$ cat src/rtl/dino_game_pkg.sv
// dino_game_pkg
// Shared definitions for the dino runner game controller: the game state
// encoding, the default geometry/physics constants used as parameter
// defaults by dino_game_ctrl, the scroll speed cap applied when the
// DINO_SPEEDUP_EN build option is defined, and a helper that widens
// 12-bit pixel coordinates onto the 32-bit coordinate outputs.

package dino_game_pkg;

    typedef enum logic [1:0] {
        ST_IDLE = 2'd0,
        ST_RUN  = 2'd1,
        ST_JUMP = 2'd2,
        ST_OVER = 2'd3
    } game_state_t;

    // Default geometry and physics (pixels, pixels/frame).
    localparam int DEF_DINO_X       = 100;
    localparam int DEF_GROUND_Y     = 320;
    localparam int DEF_OBST_START_X = 680;
    localparam int DEF_JUMP_V0      = 16;
    localparam int DEF_SCROLL_SPEED = 4;

    // Upper bound of the scroll step when speed-up is enabled.
    localparam int SPEED_CAP = 12;

    // Internal width of every pixel coordinate.
    localparam int COORD_W = 12;

    function automatic logic [31:0] zext_coord(input logic [COORD_W-1:0] coord);
        return {{(32 - COORD_W){1'b0}}, coord};
    endfunction

endpackage

$ cat src/rtl/btn_sync_edge.sv
// btn_sync_edge
// Brings a raw asynchronous push-button into the clk domain through a
// two-flop synchronizer and turns each rising edge into a single-cycle
// press pulse.
//
// Ports:
//   clk    in   system clock
//   reset  in   asynchronous active-low reset
//   btn    in   raw button level (asynchronous)
//   press  out  1-clk pulse on each synchronized rising edge of btn

module btn_sync_edge (
    input  logic clk,
    input  logic reset,
    input  logic btn,
    output logic press
);

    logic sync_meta;
    logic sync_stable;
    logic sync_prev;

    // NOTE: sequential state uses non-blocking assignments so every flop
    // samples the pre-edge value of its neighbour; blocking here would
    // collapse the synchronizer chain into a single stage.
    always_ff @(posedge clk or negedge reset) begin
        if (!reset) begin
            sync_meta   <= 1'b0;
            sync_stable <= 1'b0;
            sync_prev   <= 1'b0;
        end else begin
            sync_meta   <= btn;
            sync_stable <= sync_meta;
            sync_prev   <= sync_stable;
        end
    end

    // Only flop outputs feed this gate, so the pulse is glitch-free.
    assign press = sync_stable & ~sync_prev;

endmodule

$ cat src/rtl/dino_game_ctrl.sv
// dino_game_ctrl
// Game-logic controller for the dino runner: button conditioning, the
// IDLE/RUN/JUMP/OVER state machine, jump physics, obstacle scrolling and
// respawn, and the score. All game motion advances once per video frame,
// on the rising edge of screen_end.
//
// Build option: define DINO_SPEEDUP_EN to raise the scroll step by one
// pixel/frame each time the score reaches a multiple of 8 (capped at
// SPEED_CAP); without it the step stays at SCROLL_SPEED.
//
// Ports:
//   clk                   in   100 MHz system clock
//   reset                 in   asynchronous active-low reset
//   screen_end            in   frame-boundary level from the VGA timing
//   collision_detected    in   dino/obstacle overlap from the renderer
//   jump_btn, start_btn   in   raw push-buttons
//   x_coor, y_coor        out  dino position (12-bit, zero-extended)
//   x_coor_obstacle,
//   y_coor_obstacle       out  obstacle position (12-bit, zero-extended)
//   random_generator_clk  out  2'b11 for one clk on each obstacle respawn
//   score                 out  obstacles cleared, saturating
//   game_over             out  high while in OVER

module dino_game_ctrl
    import dino_game_pkg::*;
#(
    parameter int DINO_X       = DEF_DINO_X,
    parameter int GROUND_Y     = DEF_GROUND_Y,
    parameter int OBST_START_X = DEF_OBST_START_X,
    parameter int JUMP_V0      = DEF_JUMP_V0,
    parameter int SCROLL_SPEED = DEF_SCROLL_SPEED
) (
    input  logic        clk,
    input  logic        reset,
    input  logic        screen_end,
    input  logic        collision_detected,
    input  logic        jump_btn,
    input  logic        start_btn,
    output logic [31:0] x_coor,
    output logic [31:0] y_coor,
    output logic [31:0] x_coor_obstacle,
    output logic [31:0] y_coor_obstacle,
    output logic [1:0]  random_generator_clk,
    output logic [15:0] score,
    output logic        game_over
);

    // Signed width for the jump arithmetic: room for a 12-bit y plus the
    // sign and one bit of headroom when vel is negative.
    localparam int YW = COORD_W + 2;

    localparam logic [COORD_W-1:0]  DINO_X_C     = COORD_W'(DINO_X);
    localparam logic [COORD_W-1:0]  GROUND_Y_C   = COORD_W'(GROUND_Y);
    localparam logic [COORD_W-1:0]  OBST_START_C = COORD_W'(OBST_START_X);
    localparam logic [COORD_W-1:0]  SCROLL_C     = COORD_W'(SCROLL_SPEED);
    localparam logic signed [7:0]   JUMP_V0_C    = 8'(JUMP_V0);
    localparam logic signed [YW-1:0] GROUND_S    = YW'(GROUND_Y);

    logic                    jump_press;
    logic                    start_press;
    logic                    screen_end_q;
    logic                    frame_tick;

    game_state_t             state;
    logic [COORD_W-1:0]      dino_y;
    logic [COORD_W-1:0]      obst_x;
    logic [COORD_W-1:0]      scroll_step;
    logic signed [7:0]       vel;
    logic                    jump_pending;

    logic                    in_play;
    logic                    restart;
    logic                    move_tick;
    logic                    respawn;
    logic                    score_inc;
    logic signed [YW-1:0]    y_calc;

    // ------------------------------------------------------------------
    // Button conditioning
    // ------------------------------------------------------------------
    btn_sync_edge u_jump_sync (
        .clk   (clk),
        .reset (reset),
        .btn   (jump_btn),
        .press (jump_press)
    );

    btn_sync_edge u_start_sync (
        .clk   (clk),
        .reset (reset),
        .btn   (start_btn),
        .press (start_press)
    );

    // ------------------------------------------------------------------
    // Frame tick: screen_end stays high for several clks, so only its
    // rising edge may advance the game.
    // ------------------------------------------------------------------
    always_ff @(posedge clk or negedge reset) begin
        if (!reset) begin
            screen_end_q <= 1'b0;
        end else begin
            screen_end_q <= screen_end;
        end
    end

    assign frame_tick = screen_end & ~screen_end_q;

    // ------------------------------------------------------------------
    // Per-tick decisions
    // ------------------------------------------------------------------
    assign in_play   = (state == ST_RUN) || (state == ST_JUMP);
    assign restart   = start_press && ((state == ST_IDLE) || (state == ST_OVER));
    // A collision on a tick pre-empts all movement on that tick.
    assign move_tick = frame_tick && in_play && !collision_detected;
    assign respawn   = move_tick && (obst_x < scroll_step);
    assign score_inc = respawn && (score != 16'hFFFF);

    // y grows downwards, so a positive (upward) vel decreases y.
    assign y_calc = $signed({2'b00, dino_y}) - $signed({{(YW - 8){vel[7]}}, vel});

    // ------------------------------------------------------------------
    // Scroll step
    // ------------------------------------------------------------------
`ifdef DINO_SPEEDUP_EN
    always_ff @(posedge clk or negedge reset) begin
        if (!reset) begin
            scroll_step <= SCROLL_C;
        end else if (restart) begin
            scroll_step <= SCROLL_C;
        end else if (score_inc && (score[2:0] == 3'b111)
                     && (scroll_step < COORD_W'(SPEED_CAP))) begin
            // score is about to become a multiple of 8
            scroll_step <= scroll_step + 1'b1;
        end
    end
`else
    assign scroll_step = SCROLL_C;
`endif

    // ------------------------------------------------------------------
    // Game state machine
    // ------------------------------------------------------------------
    always_ff @(posedge clk or negedge reset) begin
        if (!reset) begin
            state                <= ST_IDLE;
            dino_y               <= GROUND_Y_C;
            obst_x               <= OBST_START_C;
            score                <= 16'd0;
            vel                  <= 8'sd0;
            jump_pending         <= 1'b0;
            random_generator_clk <= 2'b00;
            game_over            <= 1'b0;
        end else begin
            // Respawn pulse lasts exactly the clk after the respawning tick.
            random_generator_clk <= 2'b00;

            case (state)
                ST_IDLE, ST_OVER: begin
                    // A frame tick arriving with the start press is
                    // deliberately dropped: motion starts on the next tick.
                    if (restart) begin
                        state        <= ST_RUN;
                        dino_y       <= GROUND_Y_C;
                        obst_x       <= OBST_START_C;
                        score        <= 16'd0;
                        vel          <= 8'sd0;
                        jump_pending <= 1'b0;
                        game_over    <= 1'b0;
                    end
                end

                ST_RUN, ST_JUMP: begin
                    if (state == ST_RUN && jump_press) begin
                        jump_pending <= 1'b1;
                    end

                    if (frame_tick && collision_detected) begin
                        state        <= ST_OVER;
                        game_over    <= 1'b1;
                        jump_pending <= 1'b0;
                    end else if (move_tick) begin
                        if (respawn) begin
                            obst_x               <= OBST_START_C;
                            random_generator_clk <= 2'b11;
                            if (score_inc) begin
                                score <= score + 16'd1;
                            end
                        end else begin
                            obst_x <= obst_x - scroll_step;
                        end

                        if (state == ST_RUN) begin
                            // Launch tick: velocity loads now, y starts
                            // moving on the following tick.
                            if (jump_pending) begin
                                vel          <= JUMP_V0_C;
                                state        <= ST_JUMP;
                                jump_pending <= 1'b0;
                            end
                        end else if (y_calc >= GROUND_S) begin
                            dino_y <= GROUND_Y_C;
                            vel    <= 8'sd0;
                            state  <= ST_RUN;
                        end else if (y_calc[YW-1]) begin
                            // Above the top of the screen: pin to row 0.
                            dino_y <= '0;
                            vel    <= vel - 8'sd1;
                        end else begin
                            dino_y <= y_calc[COORD_W-1:0];
                            vel    <= vel - 8'sd1;
                        end
                    end
                end

                default: begin
                    state <= ST_IDLE;
                end
            endcase
        end
    end

    // ------------------------------------------------------------------
    // Coordinate outputs
    // ------------------------------------------------------------------
    assign x_coor          = zext_coord(DINO_X_C);
    assign y_coor          = zext_coord(dino_y);
    assign x_coor_obstacle = zext_coord(obst_x);
    assign y_coor_obstacle = zext_coord(GROUND_Y_C);

endmodule

$ cat config.mk
export PLATFORM = sky130hd
export DESIGN_NAME = dino_game_ctrl
export DESIGN_NICKNAME = d
export VERILOG_FILES = /design/src/rtl/dino_game_pkg.sv /design/src/rtl/btn_sync_edge.sv /design/src/rtl/dino_game_ctrl.sv
export SDC_FILE = /design/constraint.sdc
export NUM_CORES = 1
export LEC_CHECK = 0
export ABC_AREA = 1
export BUFFER_PORTS_ARGS = -buffer_cell sky130_fd_sc_hd__buf_2
export CAP_MARGIN = 0
export CORE_MARGIN = 8
export CORE_UTILIZATION = 39
export CTS_CLUSTER_DIAMETER = 30
export DETAILED_ROUTE_END_ITERATION = 12
export GPL_ROUTABILITY_DRIVEN = 1
export PLACE_DENSITY = 0.76
export SYNTH_ARGS = -nofsm -noshare
export SYNTH_HDL_FRONTEND = slang
export SYNTH_SLANG_ARGS = --single-unit
$ cat constraint.sdc
create_clock -name clk -period 4.9 [get_ports clk]
set_clock_uncertainty 0.1 [all_clocks]
set_input_delay 0 -clock clk [delete_from_list [all_inputs] [get_ports clk]]
set_output_delay 0 -clock clk [all_outputs]
set_load 0.01 [all_outputs]
Word-level counts from Yosys, hierarchy flattened:

Index checks and enable logic that the tools add are counted.

* $add $sub $neg: 4
* magnitude comparators: 2
* equality and inequality tests: 15
* muxes and demuxes: 45
* bitwise operators: 6
* reduce and logical (&&, ||, !) cells: 19

Operator list (number)
* two-way mux 12 bit: 10
* two-way mux 16 bit: 5
* two-way mux 8 bit: 6
* case mux 12 bit (2 select lines): 2
* case mux 16 bit (2 select lines): 1
* two-way mux 2 bit: 10
* adder 16 x 1 -> 16 bit, second input constant: 1
* != test 16 bit, second input constant: 1
* case mux 8 bit (2 select lines): 1
* >= comparator 14 x 10 -> 1 bit, second input constant: 1
* != test 2 bit, second input constant: 7
* subtractor 13 x 8 -> 14 bit: 1
* less-than comparator 12 x 3 -> 1 bit, second input constant: 1
* AND reduction 4 bit: 3
* subtractor 12 x 3 -> 12 bit, second input constant: 1
* != test 4 bit, second input constant: 2
* subtractor 8 x 2 -> 8 bit, second input constant: 1
* logical AND 1 bit: 7
* two-way mux 1 bit: 7
* != test 3 bit, second input constant: 2
* AND reduction 5 bit: 1
* == test 2 bit, second input constant: 2
* case mux 1 bit (2 select lines): 2
* case mux 2 bit (2 select lines): 1
* other kinds (9): 15

* bits in registers: 61
* input bits: 6

Longest topological paths before layout:

Gate-level depths: netlist (run 1).

* depth in word-level cells: 11
* mapped depth: 18

Modules after synthesis:

From an unflattened synthesis (run 1), not the netlist that was laid out.

* cells, all modules: 593
* area total of the unflattened synthesis: 4528.1 um^2

By module, submodules not included
* dino_game_ctrl: instances 1, cells an instance 583, area an instance 4357.9 um^2, sequential area each 1308.8 um^2
* btn_sync_edge: instances 2, cells an instance 5, area an instance 85.1 um^2, sequential area each 75.1 um^2

Worst setup path after synthesis (run 1):

No wires, ideal clock.

* path kind: flip-flop to flip-flop
* from: register dino_y[0]
* to: register vel[2]
* library setup time: 65 ps
* arrival time: 2060 ps
* required time: 4735 ps
* path slack: 2675 ps
* stages on the path, launching flop included: 18
* buffers on the path: 0
* period minus slack after synthesis: 2225 ps
* path through: dfrtp_1 -> inv_1 -> ha_1 -> inv_1 -> fa_1 -> nand3_1 -> nand2_2 -> nand2_2 -> nand3b_1 -> nand2_1 -> nand2_1 -> nand2_1 -> nand3_1 -> nand2_2 -> nand2_4 -> nor2_4 -> nand3_1 -> nand2_1

* word-level cells in the longest chain between the ends: 7

RTL lines
* start: declaration: RTL line dino_game_ctrl.sv:65 `logic [COORD_W-1:0] dino_y;`
* start signal: assignment: RTL line dino_game_ctrl.sv:210 `dino_y <= y_calc[COORD_W-1:0];`
* subtractor 13 x 8 -> 14 bit: RTL line dino_game_ctrl.sv:120 `assign y_calc = $signed({2'b00, dino_y}) - $signed({{(YW - 8){vel[7]}}, vel});`
* >= comparator 14 x 10 -> 1 bit: RTL line dino_game_ctrl.sv:201 `end else if (y_calc >= GROUND_S) begin`
* two-way mux 8 bit: RTL line dino_game_ctrl.sv:201
* two-way mux 8 bit: RTL line dino_game_ctrl.sv:193 `if (state == ST_RUN) begin`
* two-way mux 8 bit: RTL line dino_game_ctrl.sv:182 `end else if (move_tick) begin`
* two-way mux 8 bit: RTL line dino_game_ctrl.sv:178 `if (frame_tick && collision_detected) begin`
* case mux 8 bit (2 select lines): RTL line dino_game_ctrl.sv:158 `case (state)`
* end signal: assignment: RTL line dino_game_ctrl.sv:208 `vel <= vel - 8'sd1;`
* end signal: assignment: RTL line dino_game_ctrl.sv:211 `vel <= vel - 8'sd1;`
* end: declaration: RTL line dino_game_ctrl.sv:68 `logic signed [7:0] vel;`

Every way passes these cells. The select of a mux whose other input is x is not followed.
A chain may end at the register's enable or synchronous reset.

Final worst setup path (run 1):

* from: register state[0]
* to: register score[3]

* word-level cells in the longest chain between the ends: 8

RTL lines
* start: declaration: RTL line dino_game_ctrl.sv:64 `game_state_t state;`
* start signal: assignment: RTL line dino_game_ctrl.sv:146 `state <= ST_IDLE;`
* start signal: assignment: RTL line dino_game_ctrl.sv:163 `state <= ST_RUN;`
* start signal: assignment: RTL line dino_game_ctrl.sv:179 `state <= ST_OVER;`
* == test 2 x 1 -> 1 bit / == test 2 bit (equally long branches): RTL line dino_game_ctrl.sv:112, dino_game_ctrl.sv:158
* logical OR 1 bit: RTL line dino_game_ctrl.sv:112 `assign in_play = (state == ST_RUN) || (state == ST_JUMP);`
* logical AND 1 bit (2 in a row): RTL line dino_game_ctrl.sv:115 `assign move_tick = frame_tick && in_play && !collision_detected;`
* logical AND 1 bit: RTL line dino_game_ctrl.sv:116 `assign respawn = move_tick && (obst_x < scroll_step);`
* logical AND 1 bit: RTL line dino_game_ctrl.sv:117 `assign score_inc = respawn && (score != 16'hFFFF);`
* != test 2 bit (no line)
* AND reduction 5 bit (no line)
* end signal: assignment: RTL line dino_game_ctrl.sv:187 `score <= score + 16'd1;`
* end: declaration: RTL line dino_game_ctrl.sv:44 `output logic [15:0] score,`

Parallel ways exist; a longest one is shown, timed or not.

==> flow_metrics.py, run 1 <==
metrics = {
    "power_and_ir_drop": {
        "vdd_ir_drop_max_mv": 0.306,
        "power-per-cell-area_mw_per_mm2": 701,
        "p_leak_nw": 2.58,
    },
    "cells_and_area": {
        "layout.cells.non_filler": 797,
        "fillers": 1157,
        "num-nets-final": 673,
        "insertedDiodeCount": 0,
        "post_route_cells_drive_above_1_share": 0.159,
        "area_delta_synth_final_pct": 7.54,
    },
    "worst_hold_path": {
        "hp-class": "primary input to flip-flop",
        "hold-path-cell-count": 2,
        "hold_path.startpoint": "start_btn",
    },
    "detailed_routing": {
        "routed_wire_length_per_instance_um": 12.1,
        "via_per_inst": 4.45,
        "drt.antenna.violating_nets": 0,
        "initialDrtViolationCount": 209,
        "drc": 0,
        "route.final.wire_length_mm": 9.67,
        "number_of_iterations_in_the_first_detailed_routing_pass": 5,
        "via_count": 3549,
    },
    "die": {
        "io-pin-count": 153,
        "die_height_um": 123,
        "initial_utilization": 0.396,
        "die_width_um": 123,
        "placement_rows": 39,
        "die-area_mm2": 0.0152,
        "core_area_mm2": 0.0113,
    },
    "logic_synthesis": {
        "synth_top_area_cell": "dfrtp_1",
        "synth_cell_type_count": 40,
        "ys_warn_count": 0,
        "dominantRegCellSynth": "dfrtp_1",
        "synth_xor_area_frac": 0.0291,
        "synth_compound_gate_area_share": 0.0807,
        "synth_edf_count": 0,
        "synth_adder_area_share": 0.0520,
        "synthMostInstantiatedCell": "nand2_1",
        "synth_area_leaders": "dfrtp_1 29%, buf_4 18%, nand2_1 9.6%",
        "postSynthRegisterBits": 58,
        "netlist_top_cells_count": "114 x nand2_1, 108 x buf_4, 73 x inv_1",
        "synth_top_family_by_area": "simple AND/OR/NAND/NOR gates",
        "syn_area_per_cell_um2": 7.55,
        "synth_top_area_share": 0.291,
        "synth_simple_gate_area_frac": 0.259,
        "multiplexer_fraction_of_the_synthesized_cell_area": 0,
        "syn-instance-count": 593,
        "synthesis.area_mm2": 0.00448,
        "seq_area_frac_synth": 0.326,
        "postSynth.asyncResetShare": 1.00,
    },
    "global_routing": {
        "largest_net_degree_at_the_start_of_global_routing": 59,
        "globalRouteOverflowTotal": 0,
        "number_of_global_route_vias_before_repair": 3321,
        "global_route_wire_length_before_repair_mm": 15.2,
        "track_usage": 0.124,
        "number_of_antenna_violations_at_the_first_check_in_global_routing": 0,
    },
    "timing": {
        "rsz0062_at_grt": "false",
        "slew-limit-headroom": 0.496,
        "period_needed_ns": 2.78,
        "finalSetupViolCount": 0,
        "max_freq_ghz": 0.359,
        "final_hold_viol_count": 0,
        "fin_hold_ws_ns": 0.223,
        "setup-tns-final_ns": 0,
        "finalMaxSlewViolations": 0,
        "tightest_slew_ns": 0.757,
        "layout_worst_path_cycle_share": 0.568,
    },
    "clocking": {
        "clock_pin_slew_on_the_worst_setup_and_hold_paths_ns": 0.06,
        "tritoncts_buffer_count": 9,
        "clock_latency_late_sink_ns": 0.33,
        "tritoncts": "built",
        "post_cts.repair.setup_buffers": 0,
        "cts.htree.levels": 3,
        "cts-root-to-sink-buffers": 2,
        "clock_sinks": 58,
        "ctsRootBufferMaster": "clkbuf_16",
        "post_cts_sizing": 0,
    },
    "setup_path": {
        "reg2reg_depth": 10,
        "cp_max_fo": 14,
        "startpoint": "state[0]",
        "timing.critical_path.from_type": "flip-flop",
        "cp-end-kind": "flip-flop",
        "critical_path_required_ns": 4.99,
        "worst_r2r_startpoint": "state[0]",
        "critPathKind": "flip-flop to flip-flop",
        "crit_arrival_ns": 2.87,
    },
    "flow_run": {
        "maxcap_viol_count": 0,
    },
    "placed_design": {
        "hpwl_mm": 7.63,
        "placed_cells": 776,
        "numPortBuffers": 46,
        "place_congestion": 0.871,
    },
    "outcome": {
        "run_status": "finished, final reports clean",
    },
}
[what timing repair did]
action                                  4_1_cts  5_1_grt
hold endpoints to repair                     56        0
endpoints found under the setup margin        0        0
hold buffers                                  5        0
[placed cells by master, fill, tap and decap left out, types with 2 or more instances in the layout]
cell type and instances:
dlygate4sd3_1 5, nand3b_1 5, clkinvlp_4 3, nand2_2 11, nor4_1 5, inv_1 73
nor2_1 34, xor2_1 10, a31oi_1 4, buf_2 46, ha_1 17, a21oi_1 20
o21bai_1 2, nor3_1 15, nand2_1 114, nand3_1 40, dfrtp_1 52, nor2_2 2
o21ai_0 18, o31ai_1 5, nor2_4 3, a21oi_2 3, nand2_4 2, o21ai_1 7
dfstp_2 6, xnor2_1 3, conb_1 106, nand4_1 10, clkbuf_16 9, inv_2 8
[sequential cells by signal, summed over array words and instances (netlist names), 2 cells and up]
signal,cells
score,16
dino_y,12
obst_x,10
vel,8
state,2
[critical path, cell delays in order, from the launching register on]
cell and delay (ns):
dfrtp_1 0.38, ha_1 0.66, inv_1 0.33, a21oi_2 0.26, inv_2 0.06, o21ai_2 0.13
nor2_4 0.09, nand2_2 0.25, inv_1 0.16, a21oi_1 0.15, nor3_1 0.06
[metrics by stage]
| stage | total power, W | setup slack [ns] | cell area, um^2 | utilization |
|---|---|---|---|---|
| after floorplan | 0.00238 | 2.67 | 4870 | - |
| after global placement | 0.00270 | 2.23 | 4460 | 0.394 |
| after detailed placement | 0.00274 | 2.13 | 4460 | 0.394 |
| after CTS | 0.00339 | 2.10 | 4820 | 0.425 |
| after global routing | 0.00370 | 1.85 | 4820 | 0.425 |
| final | 0.00338 | 2.12 | 4820 | 0.425 |
[routing by layer]
layer | track usage | part of all wire | vias to the layer above
met3 | 0.0347 | 0.064 | 20
met2 | 0.204 | 0.48 | 105
met5 | 0 | 0 | -
met4 | 0.0459 | 0.019 | 0
li1 | - | - | 1808
met1 | 0.152 | 0.44 | 1616
[power by group]
part           internal, W  switching, W
Clock             0.000407      0.000229
Combinational     0.000672       0.00138
Sequential        0.000600     0.0000881
Total              0.00168       0.00170
[area by class of cell]
type	instances	area (um^2)	area share
tap	143	179	0.0372
timing repair buffer	52	288	0.0598
inverter	81	304	0.0631
clock buffer	10	239	0.0496
sequential	58	1460	0.303
multi-input combinational	447	2280	0.474
clock inverter	6	66.3	0.0138
[final timing paths]
kind                                      endpoint  slack (ns)
hold / removal              u_start_sync.sync_meta        0.22
setup reg to reg                          score[3]        2.12
hold reg to reg            u_jump_sync.sync_stable        0.25
min in group asynchronous               dino_y[11]        0.25
max in group asynchronous    u_jump_sync.sync_prev        3.93
setup / recovery                          score[3]        2.12
[cell families (layout without fill, tap and decap cells)]
group,Yosys count,count (layout)
other cells,2,106
compound gates,63,63
buf+inv,192,149
xor+xnor,14,14
fa+ha+maj,18,18
simple gates,246,246
flops,58,58
(Power assumes the default switching activity.)
==> inputs of run 2 (changes only) <==
--- a/config.mk
+++ b/config.mk
@@ -5,7 +5,7 @@
 export SDC_FILE = /design/constraint.sdc
 export NUM_CORES = 1
 export LEC_CHECK = 0
-export ABC_AREA = 1
+export ABC_AREA = 0
 export BUFFER_PORTS_ARGS = -buffer_cell sky130_fd_sc_hd__buf_2
 export CAP_MARGIN = 0
 export CORE_MARGIN = 8
@@ -13,7 +13,7 @@
 export CTS_CLUSTER_DIAMETER = 30
 export DETAILED_ROUTE_END_ITERATION = 12
 export GPL_ROUTABILITY_DRIVEN = 1
-export PLACE_DENSITY = 0.76
+export PLACE_DENSITY = 0.77
 export SYNTH_ARGS = -nofsm -noshare
 export SYNTH_HDL_FRONTEND = slang
 export SYNTH_SLANG_ARGS = --single-unit
==> constraint.sdc (replaced) <==
create_clock -name clk -period 2.6 [get_ports clk]
set_clock_uncertainty 0.1 [all_clocks]
set_input_delay 0 -clock clk [delete_from_list [all_inputs] [get_ports clk]]
set_output_delay 0 -clock clk [all_outputs]
set_load 0.01 [all_outputs]
==> run 2 against run 1 <==
The run now ends with negative setup slack left. Area after synthesis fell by 7.6%. Synthesized cell count decreased by 23%. Global-route usage up 1.4 points. Worst hold slack worse by 0.085 ns. Combinational power grew 110%. Setup slack lost 2.5 ns. Cell count down 9.5%. Critical path type unchanged. Largest power group unchanged.
==> flow_metrics.py, run 2 <==
metrics = {
    "outcome": {
        "run_status": "finished with violations",
        "violations": "negative setup slack",
    },
    "clocking": {
        "ctsRootBufferMaster": "clkbuf_8",
        "cts-root-to-sink-buffers": 2,
        "clock_latency_late_sink_ns": 0.35,
        "tritoncts": "built",
        "clock_sinks": 58,
        "tritoncts_buffer_count": 9,
        "clock_pin_slew_on_the_worst_setup_and_hold_paths_ns": 0.08,
        "cts.htree.levels": 3,
    },
    "detailed_routing": {
        "number_of_iterations_in_the_first_detailed_routing_pass": 4,
        "routed_wire_length_per_instance_um": 14.2,
        "dr.max_layer_used": "met4",
        "via_per_inst": 4.70,
        "initialDrtViolationCount": 161,
        "routed-wl-met2_mm": 5.22,
        "met3RoutedLength_um": 788,
        "route.final.wire_length_mm": 10.2,
        "wl_on_met1_mm": 3.98,
        "via_count": 3387,
        "drt.antenna.violating_nets": 0,
        "drc": 0,
    },
    "cells_and_area": {
        "total_area_of_multi_input_combinational_cells_mm2": 0.00230,
        "layout.cells.non_filler": 721,
        "largest-register": "score",
        "fillers": 947,
        "layout_top_registers": "score x16, dino_y x12, obst_x x10",
        "post_route_cells_drive_above_1_share": 0.303,
        "area_delta_synth_final_pct": 23.2,
        "layout.cells.most_common_list": "106 x conb_1, 64 x buf_4, 52 x dfrtp_1, 46 x buf_2, 42 x nor2_1",
        "sequential_cell_area_mm2": 0.00146,
        "num-nets-final": 604,
        "largest_reg_flops": 16,
        "insertedDiodeCount": 0,
        "mostFrequentLayoutCell": "conb_1",
        "fin_util": 0.494,
    },
    "global_routing": {
        "globalRouteOverflowTotal": 0,
        "largest_net_degree_at_the_start_of_global_routing": 31,
        "track_usage": 0.138,
        "number_of_global_route_vias_before_repair": 3490,
        "number_of_antenna_violations_at_the_first_check_in_global_routing": 0,
        "global_route_wire_length_before_repair_mm": 16.4,
    },
    "setup_path": {
        "critical-path-top-cell-by-count": "inv_2",
        "cp_max_fo": 5,
        "cp_slowest_cell": "dfrtp_1",
        "delay_heaviest_family_cp": "compound AO/OA/AOI/OAI gates",
        "critical_path.max_stage_delay_ns": 0.39,
        "cp-end-kind": "flip-flop",
        "timing.critical_path.from_type": "flip-flop",
        "worst-path-buf-inv": 3,
        "crit_arrival_ns": 3.09,
        "critical_path_required_ns": 2.72,
        "timing.reg2reg.setup_slack_ns": -0.37,
        "critPathKind": "flip-flop to flip-flop",
        "crit_chain": "inv_2, ha_4, inv_2, fa_2, a211oi_4, o211ai_2, a21o_1, o221ai_2, a32oi_1, and4b_2, buf_4, nand2b_4, a221o_1",
    },
    "logic_synthesis": {
        "synth_top_area_share": 0.314,
        "synthesis.area_mm2": 0.00414,
        "dominantRegCellSynth": "dfrtp_1",
        "synth_top_area_cell": "dfrtp_1",
        "postSynthRegisterBits": 58,
        "syn_area_per_cell_um2": 9.04,
        "synth_area_leaders": "dfrtp_1 31%, buf_4 19%, ha_1 5.1%",
        "syn-instance-count": 458,
        "ys_warn_count": 0,
        "seq_area_frac_synth": 0.352,
        "synthMostInstantiatedCell": "buf_4",
        "postSynth.asyncResetShare": 1.00,
        "synth_edf_count": 0,
        "synth_cell_type_count": 61,
        "netlist_top_cells_count": "107 x buf_4, 52 x dfrtp_1, 42 x nor2_1",
    },
    "die": {
        "core_area_mm2": 0.0103,
        "initial_utilization": 0.401,
        "placement_rows": 37,
        "die-area_mm2": 0.0142,
        "io-pin-count": 153,
        "die_height_um": 119,
        "die_width_um": 119,
    },
    "timing": {
        "finalMaxSlewViolations": 0,
        "setup_ws_ns": -0.368,
        "max_freq_ghz": 0.337,
        "finalSetupViolCount": 19,
        "layout_worst_path_cycle_share": 1.14,
        "final_hold_viol_count": 0,
        "setup-tns-final_ns": -4.67,
        "tightest_slew_ns": 0.723,
        "period_needed_ns": 2.97,
        "slew-limit-headroom": 0.518,
        "rsz0062_at_grt": "true",
    },
    "power_and_ir_drop": {
        "power-per-cell-area_mw_per_mm2": 1300,
        "p_leak_nw": 2.53,
        "vdd_ir_drop_max_mv": 0.656,
    },
    "placed_design": {
        "detailedPlace.worstSlack_ns": -0.372,
        "placed_cells": 693,
        "numPortBuffers": 46,
        "hpwl_mm": 7.65,
        "place_congestion": 0.894,
    },
    "worst_hold_path": {
        "hp-class": "primary input to asynchronous set/reset pin",
    },
    "flow_run": {
        "maxcap_viol_count": 0,
    },
}
-- run 2: changes by cell type in the layout (fill, tap and decap cells not counted), moves of 6 or more --
cell       delta
inv_2         -6
clkbuf_16     -9
nand3_1      -35
xnor2_1      +13
nand2_2      -11
inv_1        -50
nor2_1        +8
buf_4        +63
clkbuf_8      +8
nand2_1      -82
nor3_1        -6
-- run 2: layout make-up --
type / count / area share
multi-input cells: 366 / 0.452
flip-flops and latches: 58 / 0.286
repair buffers: 120 / 0.162
well taps: 136 / 0.0334
clock inverters: 7 / 0.0245
clock buffers: 9 / 0.0243
inverters: 25 / 0.0184
-- run 2: worst reg2reg max path, stage by stage (launching register included) --
cell and delay [ns]:
dfrtp_1 0.39, inv_2 0.09, ha_4 0.14, inv_2 0.03, fa_2 0.36, a211oi_4 0.28
o211ai_2 0.13, a21o_1 0.19, o221ai_2 0.12, a32oi_1 0.11, and4b_2 0.29, buf_4 0.15
nand2b_4 0.15, a221o_1 0.31
-- run 2: final timing paths --
check                                             from                  endpoint  cells after the start
worst max-delay path                         dino_y[0]                    vel[4]                     13
worst min-delay path                             reset                 dino_y[7]                      2
worst max register to register               dino_y[0]                    vel[4]                     13
worst min register to register  u_start_sync.sync_meta  u_start_sync.sync_stable                      0
max in group asynchronous                        reset                 game_over                      3
min in group clk                              jump_btn     u_jump_sync.sync_meta                      2
-- run 2: what timing repair did --
item	4_1_cts	5_1_grt
gates cloned	0	0
gates resized for setup	15	18
endpoints found under the setup margin	22	27
hold endpoints to repair	26	0
setup buffers	3	5
hold buffers	5	0
pin swaps	14	15
-- run 2: cells by family after synthesis --
logic type | share of synthesized area
AOI/OAI and AO/OA | 0.129
xor gates and xnor gates | 0.0656
adders and majority gates | 0.0562
buffers and inverters | 0.225
DFF | 0.352
muxes | 0.00544
other | 0.00181
and+or+nand+nor | 0.165
-- run 2: power by group --
part	switching [W]	total (W)	internal, W
combinational	0.00214	0.00425	0.00210
sequential	0.000182	0.00131	0.00112
clock	0.000415	0.00106	0.000647
total	0.00274	0.00661	0.00387
-- run 2: stage by stage --
step	instance area, um^2	total power [W]	hold WS (ns)
6_report	5100	0.00661	0.138
3_5_place_dp	4590	0.00476	-0.000860
5_1_grt	5100	0.00712	0.183
3_3_place_gp	4590	0.00464	-0.0275
4_1_cts	4980	0.00618	0.151
2_1_floorplan	4540	0.00358	-0.396
-- run 2: layer usage --
layer / GRT usage / vias up
li1: - / 1585
met1: 0.155 / 1622
met2: 0.244 / 156
met3: 0.0368 / 24
met4: 0.0538 / 0
met5: 0 / -
==> inputs of run 3 (changes only) <==
--- a/config.mk
+++ b/config.mk
@@ -13,7 +13,8 @@
 export CTS_CLUSTER_DIAMETER = 30
 export DETAILED_ROUTE_END_ITERATION = 12
 export GPL_ROUTABILITY_DRIVEN = 1
-export PLACE_DENSITY = 0.77
+export PLACE_DENSITY_LB_ADDON = 0.1
 export SYNTH_ARGS = -nofsm -noshare
 export SYNTH_HDL_FRONTEND = slang
+export SYNTH_HIERARCHICAL = 1
 export SYNTH_SLANG_ARGS = --single-unit
==> run 3 against run 2 <==
Non-clock buffer count rose by 12. Largest cell class unchanged. Via count rose by 0.94%. Fmax fell by 0.11%. Combinational power rose by 19%. The run still ends with negative setup slack left.
==> flow_metrics.py, run 3 <==
metrics = {
    "power_and_ir_drop": {
        "clkPwrFrac": 0.151,
        "vdd_ir_drop_max_mv": 0.638,
        "post-layout-total-power_w": 0.00749,
        "combinationalPowerShare": 0.675,
        "pwr-share-seq": 0.174,
        "swShare": 0.423,
        "internal-power_w": 0.00432,
        "p_leak_nw": 2.63,
        "total_switching_power_w": 0.00317,
        "power-per-cell-area_mw_per_mm2": 1400,
    },
    "logic_synthesis": {
        "seq_area_frac_synth": 0.341,
        "syn_area_per_cell_um2": 8.98,
        "synthesis.area_mm2": 0.00427,
        "synthMostInstantiatedCell": "buf_4",
        "synth_edf_count": 0,
        "postSynth.asyncResetShare": 1.00,
        "synth_area_leaders": "dfrtp_1 30%, buf_4 19%, ha_1 5.0%",
        "dominantRegCellSynth": "dfrtp_1",
        "synth_top_area_cell": "dfrtp_1",
        "netlist_top_cells_count": "108 x buf_4, 52 x dfrtp_1, 42 x nor2_1",
        "synth_cell_type_count": 59,
        "synth_top_area_share": 0.305,
        "ys_warn_count": 6,
        "postSynthRegisterBits": 58,
        "syn-instance-count": 476,
    },
    "cells_and_area": {
        "fin_util": 0.497,
        "mostFrequentLayoutCell": "conb_1",
        "num-nets-final": 630,
        "area_delta_synth_final_pct": 25.1,
        "post_route_cells_drive_above_1_share": 0.324,
        "insertedDiodeCount": 0,
        "layout.cells.most_common_list": "106 x conb_1, 74 x buf_4, 51 x dfrtp_1, 46 x buf_2, 40 x nor2_1",
        "largest_reg_flops": 16,
        "stdcell_area_mm2": 0.00535,
        "largest-register": "score",
        "layout_top_registers": "score x16, dino_y x12, obst_x x10",
        "fillers": 1071,
    },
    "die": {
        "die_width_um": 121,
        "initial_utilization": 0.398,
        "placement_rows": 38,
        "core_area_mm2": 0.0107,
        "die-area_mm2": 0.0146,
        "die_height_um": 121,
        "io-pin-count": 153,
    },
    "placed_design": {
        "place_congestion": 0.883,
        "dpl-instance-area_mm2": 0.00481,
        "numPortBuffers": 46,
        "detailedPlace.worstSlack_ns": -0.315,
        "hpwl_mm": 8.29,
    },
    "timing": {
        "layout_worst_path_cycle_share": 1.14,
        "finalSetupViolCount": 19,
        "setup-tns-final_ns": -4.88,
        "max_freq_ghz": 0.337,
        "final_hold_viol_count": 0,
        "period_needed_ns": 2.97,
        "tightest_slew_ns": 0.640,
        "finalMaxSlewViolations": 0,
        "rsz0062_at_grt": "true",
        "slew-limit-headroom": 0.574,
        "setup_ws_ns": -0.372,
    },
    "setup_path": {
        "critPathKind": "flip-flop to flip-flop",
        "timing.critical_path.from_type": "flip-flop",
        "timing.reg2reg.setup_slack_ns": -0.37,
        "critical_path_required_ns": 2.73,
        "crit_arrival_ns": 3.11,
        "cp_max_fo": 6,
        "cp-end-kind": "flip-flop",
    },
    "global_routing": {
        "globalRouteOverflowTotal": 0,
        "global_route_wire_length_before_repair_mm": 17.3,
        "track_usage": 0.144,
        "number_of_global_route_vias_before_repair": 3542,
        "largest_net_degree_at_the_start_of_global_routing": 35,
        "number_of_antenna_violations_at_the_first_check_in_global_routing": 0,
    },
    "worst_hold_path": {
        "hp-class": "primary input to asynchronous set/reset pin",
    },
    "detailed_routing": {
        "routed_wire_length_per_instance_um": 14.3,
        "via_per_inst": 4.55,
        "number_of_iterations_in_the_first_detailed_routing_pass": 4,
        "via_count": 3419,
        "initialDrtViolationCount": 88,
        "drt.antenna.violating_nets": 0,
        "drc": 0,
        "route.final.wire_length_mm": 10.7,
    },
    "clocking": {
        "cts.htree.levels": 3,
        "clock_pin_slew_on_the_worst_setup_and_hold_paths_ns": 0.07,
        "tritoncts": "built",
        "cts-root-to-sink-buffers": 2,
        "tritoncts_buffer_count": 9,
        "clock_sinks": 58,
        "ctsRootBufferMaster": "clkbuf_8",
        "clock_latency_late_sink_ns": 0.34,
    },
    "outcome": {
        "violations": "negative setup slack",
        "run_status": "finished with violations",
    },
    "flow_run": {
        "maxcap_viol_count": 0,
    },
}
run 3: cell types whose count changed after synthesis, moves of 4 or more:
cell / delta
a22o_1: +7
and3_1: +5
clkbuf_1: +6
nand3_1: +5
nand4_1: -4
o21ai_0: +4
o21ai_1: -6
o31ai_1: +8
xor2_1: -8
run 3: cell families (layout without fill, tap and decap cells):
logic type | count (synthesis) | after routing | share of synthesized area
other cells | 2 | 106 | 0.00176
fa+ha+maj | 18 | 18 | 0.0545
simple gates | 143 | 143 | 0.180
xor+xnor | 22 | 22 | 0.0451
flops | 58 | 58 | 0.341
buf+inv | 140 | 171 | 0.221
compound gates | 93 | 93 | 0.156
run 3: layout make-up:
type	count	area, um^2	share of cell area
clock buffers	11	141	0.0265
clock inverters	5	125	0.0234
inverters	23	86.3	0.0162
multi-input cells	382	2420	0.454
flip-flops and latches	58	1460	0.273
well taps	140	175	0.0328
repair buffers	132	932	0.174
run 3: worst paths after layout:
path                       cells past startpoint              startpoint                        to
min in group clk                               2                jump_btn     u_jump_sync/sync_meta
max in group asynchronous                      3                   reset                 dino_y[1]
setup / recovery                              11               dino_y[1]                  state[1]
hold reg to reg                                0  u_start_sync/sync_meta  u_start_sync/sync_stable
setup reg to reg                              11               dino_y[1]                  state[1]
hold / removal                                 2                   reset                dino_y[10]
run 3: stage by stage:
| step | std cells | hold WS [ns] |
|---|---|---|
| detailed placement | 721 | -0.0398 |
| global route | 751 | 0.181 |
| CTS | 746 | 0.117 |
| global placement | 721 | -0.0467 |
| floorplan | 580 | -0.396 |
| finish | 751 | 0.110 |
run 3: timing repair:
item / in CTS / in global routing
setup buffers: 4 / 4
pin swaps: 6 / 14
endpoints found under the hold margin: 28 / 0
setup endpoints to repair: 19 / 25
hold buffers: 5 / 0
gates cloned: 0 / 1
resized for setup: 10 / 25
run 3: critical path: stages (launching register included):
cell	delay [ns]
dfrtp_2	0.40
ha_1	0.28
nor2b_1	0.15
o31ai_2	0.36
a21oi_2	0.11
buf_4	0.15
o2111ai_1	0.33
a21oi_1	0.17
a311oi_2	0.34
buf_4	0.23
o22ai_1	0.08
a22o_1	0.17
run 3: routing by layer:
metal,up-vias,routed length [um],share of wire,GRT usage
met5,-,0,0,0
met2,84,5440,0.51,0.253
met4,0,219,0.020,0.0562
met3,15,586,0.055,0.0336
li1,1691,-,-,-
met1,1629,4490,0.42,0.168
run 3: power groups by stage:
| stage | Combinational, W | Clock (W) | Sequential [W] |
|---|---|---|---|
| global route | 0.00551 | 0.00120 | 0.00133 |
| detailed placement | 0.00421 | 0 | 0.00131 |
| floorplan | 0.00268 | 0 | 0.00139 |
| CTS | 0.00461 | 0.00116 | 0.00129 |
| finish | 0.00505 | 0.00113 | 0.00130 |
| global placement | 0.00415 | 0 | 0.00130 |
